===== src/rtl/riscv_base_div_writeback_pkg.sv =====
// Shared types for the divide-writeback tracker: FSM encoding,
// register-index width and the default divide watchdog.
package riscv_base_div_writeback_pkg;

    localparam int REG_W           = 5;
    localparam int DIV_TIMEOUT_DEF = 40;

    typedef enum logic [1:0] {
        ST_IDLE = 2'd0,
        ST_WAIT = 2'd1,
        ST_HOLD = 2'd2
    } state_e;

    // True when an issuing instruction touches the in-flight divide's rd.
    function automatic logic rd_hazard(
        input logic [REG_W-1:0] pend,
        input logic [REG_W-1:0] ra,
        input logic [REG_W-1:0] rb,
        input logic [REG_W-1:0] rd
    );
        return (pend != '0) && ((pend == ra) || (pend == rb) || (pend == rd));
    endfunction

endpackage


===== src/rtl/riscv_base_div_writeback.sv =====
// Tracks the single in-flight divide and merges its result onto the
// register-file write port shared with the execute path.
module riscv_base_div_writeback
    import riscv_base_div_writeback_pkg::*;
#(
    parameter int DIV_TIMEOUT = DIV_TIMEOUT_DEF
) (
    input  logic             clk_i,
    input  logic             rst_i,
    input  logic             issue_valid_i,
    input  logic             issue_div_i,
    input  logic [REG_W-1:0] issue_rd_idx_i,
    input  logic [REG_W-1:0] issue_ra_idx_i,
    input  logic [REG_W-1:0] issue_rb_idx_i,
    input  logic             exec_valid_i,
    input  logic [REG_W-1:0] exec_rd_idx_i,
    input  logic [31:0]      exec_value_i,
    input  logic             div_valid_i,
    input  logic [31:0]      div_value_i,
    output logic             stall_o,
    output logic             div_pending_o,
    output logic             rf_we_o,
    output logic [REG_W-1:0] rf_rd_idx_o,
    output logic [31:0]      rf_value_o,
    output logic             timeout_o
);

    localparam int CNT_W = $clog2(DIV_TIMEOUT + 1);

    state_e           state_q, state_d;
    logic [REG_W-1:0] pend_rd_q, pend_rd_d;
    logic [31:0]      buf_q, buf_d;
    logic [CNT_W-1:0] cnt_q, cnt_d;
    logic             rf_we_q, rf_we_d;
    logic [REG_W-1:0] rf_idx_q, rf_idx_d;
    logic [31:0]      rf_val_q, rf_val_d;
    logic             timeout_q, timeout_d;

    logic             accept;
    logic             wsel;
    logic [REG_W-1:0] widx;
    logic [31:0]      wval;

    always_comb begin
        stall_o = 1'b0;
        unique case (state_q)
            ST_WAIT: stall_o = issue_valid_i & (issue_div_i |
                rd_hazard(pend_rd_q, issue_ra_idx_i, issue_rb_idx_i, issue_rd_idx_i));
            ST_HOLD: stall_o = issue_valid_i;
            default: stall_o = 1'b0;
        endcase
    end

    assign accept = issue_valid_i & ~stall_o;

    always_comb begin
        state_d   = state_q;
        pend_rd_d = pend_rd_q;
        buf_d     = buf_q;
        cnt_d     = cnt_q;
        timeout_d = 1'b0;
        wsel      = exec_valid_i;
        widx      = exec_rd_idx_i;
        wval      = exec_value_i;
        unique case (state_q)
            ST_IDLE: begin
                if (accept && issue_div_i) begin
                    pend_rd_d = issue_rd_idx_i;
                    cnt_d     = '0;
                    state_d   = ST_WAIT;
                end
            end
            ST_WAIT: begin
                cnt_d = cnt_q + 1'b1;
                if (div_valid_i) begin
                    if (exec_valid_i) begin
                        buf_d   = div_value_i;
                        state_d = ST_HOLD;
                    end else begin
                        wsel    = 1'b1;
                        widx    = pend_rd_q;
                        wval    = div_value_i;
                        state_d = ST_IDLE;
                    end
                end else if (cnt_q == CNT_W'(DIV_TIMEOUT - 1)) begin
                    timeout_d = 1'b1;
                    state_d   = ST_IDLE;
                end
            end
            ST_HOLD: begin
                // Execute owns the port; drain the buffer on its first idle cycle.
                if (!exec_valid_i) begin
                    wsel    = 1'b1;
                    widx    = pend_rd_q;
                    wval    = buf_q;
                    state_d = ST_IDLE;
                end
            end
            default: state_d = ST_IDLE;
        endcase
        rf_we_d  = wsel & (widx != '0);
        rf_idx_d = rf_we_d ? widx : rf_idx_q;
        rf_val_d = rf_we_d ? wval : rf_val_q;
    end

    always_ff @(posedge clk_i or posedge rst_i) begin
        if (rst_i) begin
            state_q   <= ST_IDLE;
            pend_rd_q <= '0;
            buf_q     <= '0;
            cnt_q     <= '0;
            rf_we_q   <= 1'b0;
            rf_idx_q  <= '0;
            rf_val_q  <= '0;
            timeout_q <= 1'b0;
        end else begin
            state_q   <= state_d;
            pend_rd_q <= pend_rd_d;
            buf_q     <= buf_d;
            cnt_q     <= cnt_d;
            rf_we_q   <= rf_we_d;
            rf_idx_q  <= rf_idx_d;
            rf_val_q  <= rf_val_d;
            timeout_q <= timeout_d;
        end
    end

    assign div_pending_o = (state_q != ST_IDLE);
    assign rf_we_o       = rf_we_q;
    assign rf_rd_idx_o   = rf_idx_q;
    assign rf_value_o    = rf_val_q;
    assign timeout_o     = timeout_q;

endmodule


===== config.mk =====
export PLATFORM = sky130hd
export DESIGN_NAME = riscv_base_div_writeback
export DESIGN_NICKNAME = d
export VERILOG_FILES = /design/src/rtl/riscv_base_div_writeback_pkg.sv /design/src/rtl/riscv_base_div_writeback.sv
export SDC_FILE = /design/constraint.sdc
export NUM_CORES = 1
export LEC_CHECK = 0
export BUFFER_PORTS_ARGS = -buffer_cell sky130_fd_sc_hd__buf_2
export CORE_ASPECT_RATIO = 0.5
export CORE_MARGIN = 2
export CORE_UTILIZATION = 47
export DETAILED_ROUTE_END_ITERATION = 8
export PLACE_DENSITY = 0.77
export SLEW_MARGIN = 10
export SYNTH_ARGS = -nofsm -noshare
export SYNTH_HDL_FRONTEND = slang
export SYNTH_SLANG_ARGS = --single-unit

===== constraint.sdc =====
create_clock -name clk_i -period 2.9 [get_ports clk_i]
set_input_delay 0.58 -clock clk_i [delete_from_list [all_inputs] [get_ports clk_i]]
set_output_delay 0.58 -clock clk_i [all_outputs]
set_load 0.03 [all_outputs]

==> reports/results.ini <==
[setup_path]
reg2reg_from = state_q[0]
crit_chain = inv_1, ha_1, or3b_1, a21boi_4, a22o_1, o211ai_4, buf_4, mux2_2
endpoint_kind = register
arrival_ns = 2.75
start_kind = register
max_stage_delay_ns = 0.43
startpoint = state_q[0]
cp_max_fo = 12
required_ns = 3.12
crit_buf_inv = 2
cp_slowest_cell = or3b_1
path_class = register to register
path_delay_family = compound AO/OA/AOI/OAI gates

[timing]
hold_viol_final = 0
period_share_pct = 87.5
rsz0062_at_grt = no
relSlewSlack_pct = 41.3
setup_ws_ns = 0.362
clock_skew_ns = 0.00410
slew_violations = 0
setup_viol = 0
worstMarginPinSlew_ns = 0.879
whs_ns = 0.404
fmax_ghz = 0.394
fin_crit_ns = 2.54
tns_ns = 0

[finish]
fin_util_pct = 61.6
final_layout_size_suffix_gt1_share_pct = 46.1
stdcell_area_um2 = 5420
fillers = 737
final_nets = 592
n_antenna_cell = 0
final_cells = 620
area_growth_pct = 25.7

[yosys]
yosysWarnings = 0
synth.net_count = 470
ys_seq_area_share_pct = 48.8
synth_area_um2 = 4310
avgSynthCellArea_um2 = 11.5
synth-seq-cells = 84
syn_inst = 376
ys.flop_type = dfrtp_1
synth_edf_count = 0
synthArstFlopShare_pct = 100
ys_types = 39

[route]
drc = 0
routed_wl_um = 9800
routed_via_density = 5.41
drtIter0Drc = 236
drt-pass1-iter-count = 4
avgRoutedWirePerCell_um = 15.8
vias = 3356
detail-route-antenna-nets = 0

[min_path]
hp-class = input pin to asynchronous set/reset pin

[cts]
cts.reportedPaths.clkPinSlew_ns = 0.06
cts_tree = built
cts-resized-gates = 0
cts_setup_buffers = 0
cts_buffers = 9
clock-sinks = 84
cts-root-buf = clkbuf_16
clock_latency_ns = 0.33
cts_hold_buf = 0
clk_path_buf_depth = 2
cts_max_level = 3

[floorplan]
pin_count = 131
die_h_um = 71.7
start_util_pct = 49.0
die_area_um2 = 10000
num_rows = 24
die_w_um = 139
core-area_um2 = 8800

[place]
place_congestion = 0.829
dp.cells = 604
io_buffers = 130
dpl_cell_area_um2 = 5080
pre_cts_ws_ns = 0.374
dpl.hpwl_um = 6890

[global_routing]
antenna_found_initial = 0
first_global_vias = 3267
grt_max_degree = 53
overflow = 0
grt_usage_pct = 19.8
grt_pass1_wl_um = 15800

[pwr]
power_mw = 6.70
max-vdd-ir-drop_v = 0.000541
power.leakage_nw = 2.63
power.density_nw_per_um2 = 1240

[flow_run]
cap_violations = 0

[run_status]
outcome = complete, no violations

[final timing paths]
kind                                       end  slack [ns]  depth (start not counted)
worst min register to register  rf_value_o[19]        0.50                          1
worst min-delay path            rf_value_o[12]        0.40                          2
max in group asynchronous             cnt_q[2]        1.84                          3
min in group clk_i                   buf_q[10]        0.50                          2
worst max-delay path            rf_value_o[30]        0.36                          8
worst max register to register  rf_value_o[30]        0.36                          8
[worst register-to-register path: stages (launching register included)]
cell and delay (ns):
dfrtp_1 0.37, inv_1 0.07, ha_1 0.37, or3b_1 0.44
a21boi_4 0.17, a22o_1 0.25, o211ai_4 0.11, buf_4 0.28
mux2_2 0.36
[metal layers]
layer	GRT usage [%]	part of all wire, %	vias up
met5	0	0	-
met1	27.0	47	1658
met4	6.29	0.85	0
li1	-	-	1606
met3	5.75	5.0	6
met2	31.2	47	86
[area by class of cell]
cell class | count | area, um^2 | area share [%]
Clock buffer | 13 | 270 | 4.99
Inverter | 7 | 27.5 | 0.508
Multi-Input combinational cell | 257 | 2050 | 37.8
Tap cell | 117 | 146 | 2.70
Sequential cell | 84 | 2100 | 38.8
Clock inverter | 3 | 67.6 | 1.25
Timing Repair Buffer | 139 | 756 | 13.9
[synthesized netlist by cell type (3+ instances only)]
cell type / number / area (um^2)
nand3_1: 6 / 30.0
clkbuf_1: 15 / 56.3
a22oi_1: 32 / 240
ha_1: 4 / 50.1
dfrtp_1: 84 / 2100
a22o_1: 7 / 61.3
mux2_4: 19 / 285
nor3_1: 8 / 40.0
a21oi_1: 3 / 15.0
inv_1: 7 / 26.3
xnor2_1: 6 / 52.6
buf_2: 4 / 20.0
o21ai_0: 37 / 185
nand2_1: 42 / 158
xor2_1: 9 / 78.8
nor2_1: 5 / 18.8
mux2_2: 55 / 619
buf_1: 5 / 18.8
[registers in the layout, indices dropped and copies added (netlist names)]
name,count
rf_rd_idx_o,5
state_q,2
buf_q,32
rf_we_o,1
rf_value_o,32
pend_rd_q,5
cnt_q,6
timeout_o,1
[power by group]
group | total, mW | switching (mW) | internal [mW]
Clock | 1.27 | 0.449 | 0.825
Combinational | 3.33 | 1.79 | 1.54
Sequential | 2.09 | 0.351 | 1.74
Total | 6.70 | 2.59 | 4.11
[logic make-up after synthesis]
family / count (synthesis) / share of synthesized area (%)
AO/OA/AOI/OAI: 92 / 14.4
XOR/XNOR: 15 / 3.05
adder cells (fa/ha/maj): 4 / 1.16
buffers and inverters: 35 / 4.18
flip-flops: 84 / 48.8
multiplexers: 75 / 21.2
AND/OR/NAND/NOR: 71 / 7.26
[cells in the final DEF, fill, tap and decap left out, types with 2 or more instances in the layout]
cell type / Yosys / routed
mux2_4: 19 / 19
nor3_1: 8 / 8
a21oi_1: 3 / 3
mux2_2: 55 / 55
bufinv_16: 0 / 2
o21a_1: 2 / 2
buf_2: 4 / 130
clkbuf_16: 0 / 9
xnor2_1: 6 / 6
clkbuf_8: 0 / 3
a22o_1: 7 / 7
dfrtp_1: 84 / 84
a32o_1: 2 / 2
nand4_1: 2 / 2
inv_1: 7 / 6
buf_12: 2 / 3
nand3_1: 6 / 6
nand2_1: 42 / 42
nand2b_1: 2 / 2
a22oi_1: 32 / 32
a31oi_1: 2 / 2
xor2_1: 9 / 9
nor2b_1: 2 / 2
ha_1: 4 / 4
buf_4: 1 / 6
nor2_1: 5 / 5
o21ai_0: 37 / 37
(Power assumes the default switching activity.)
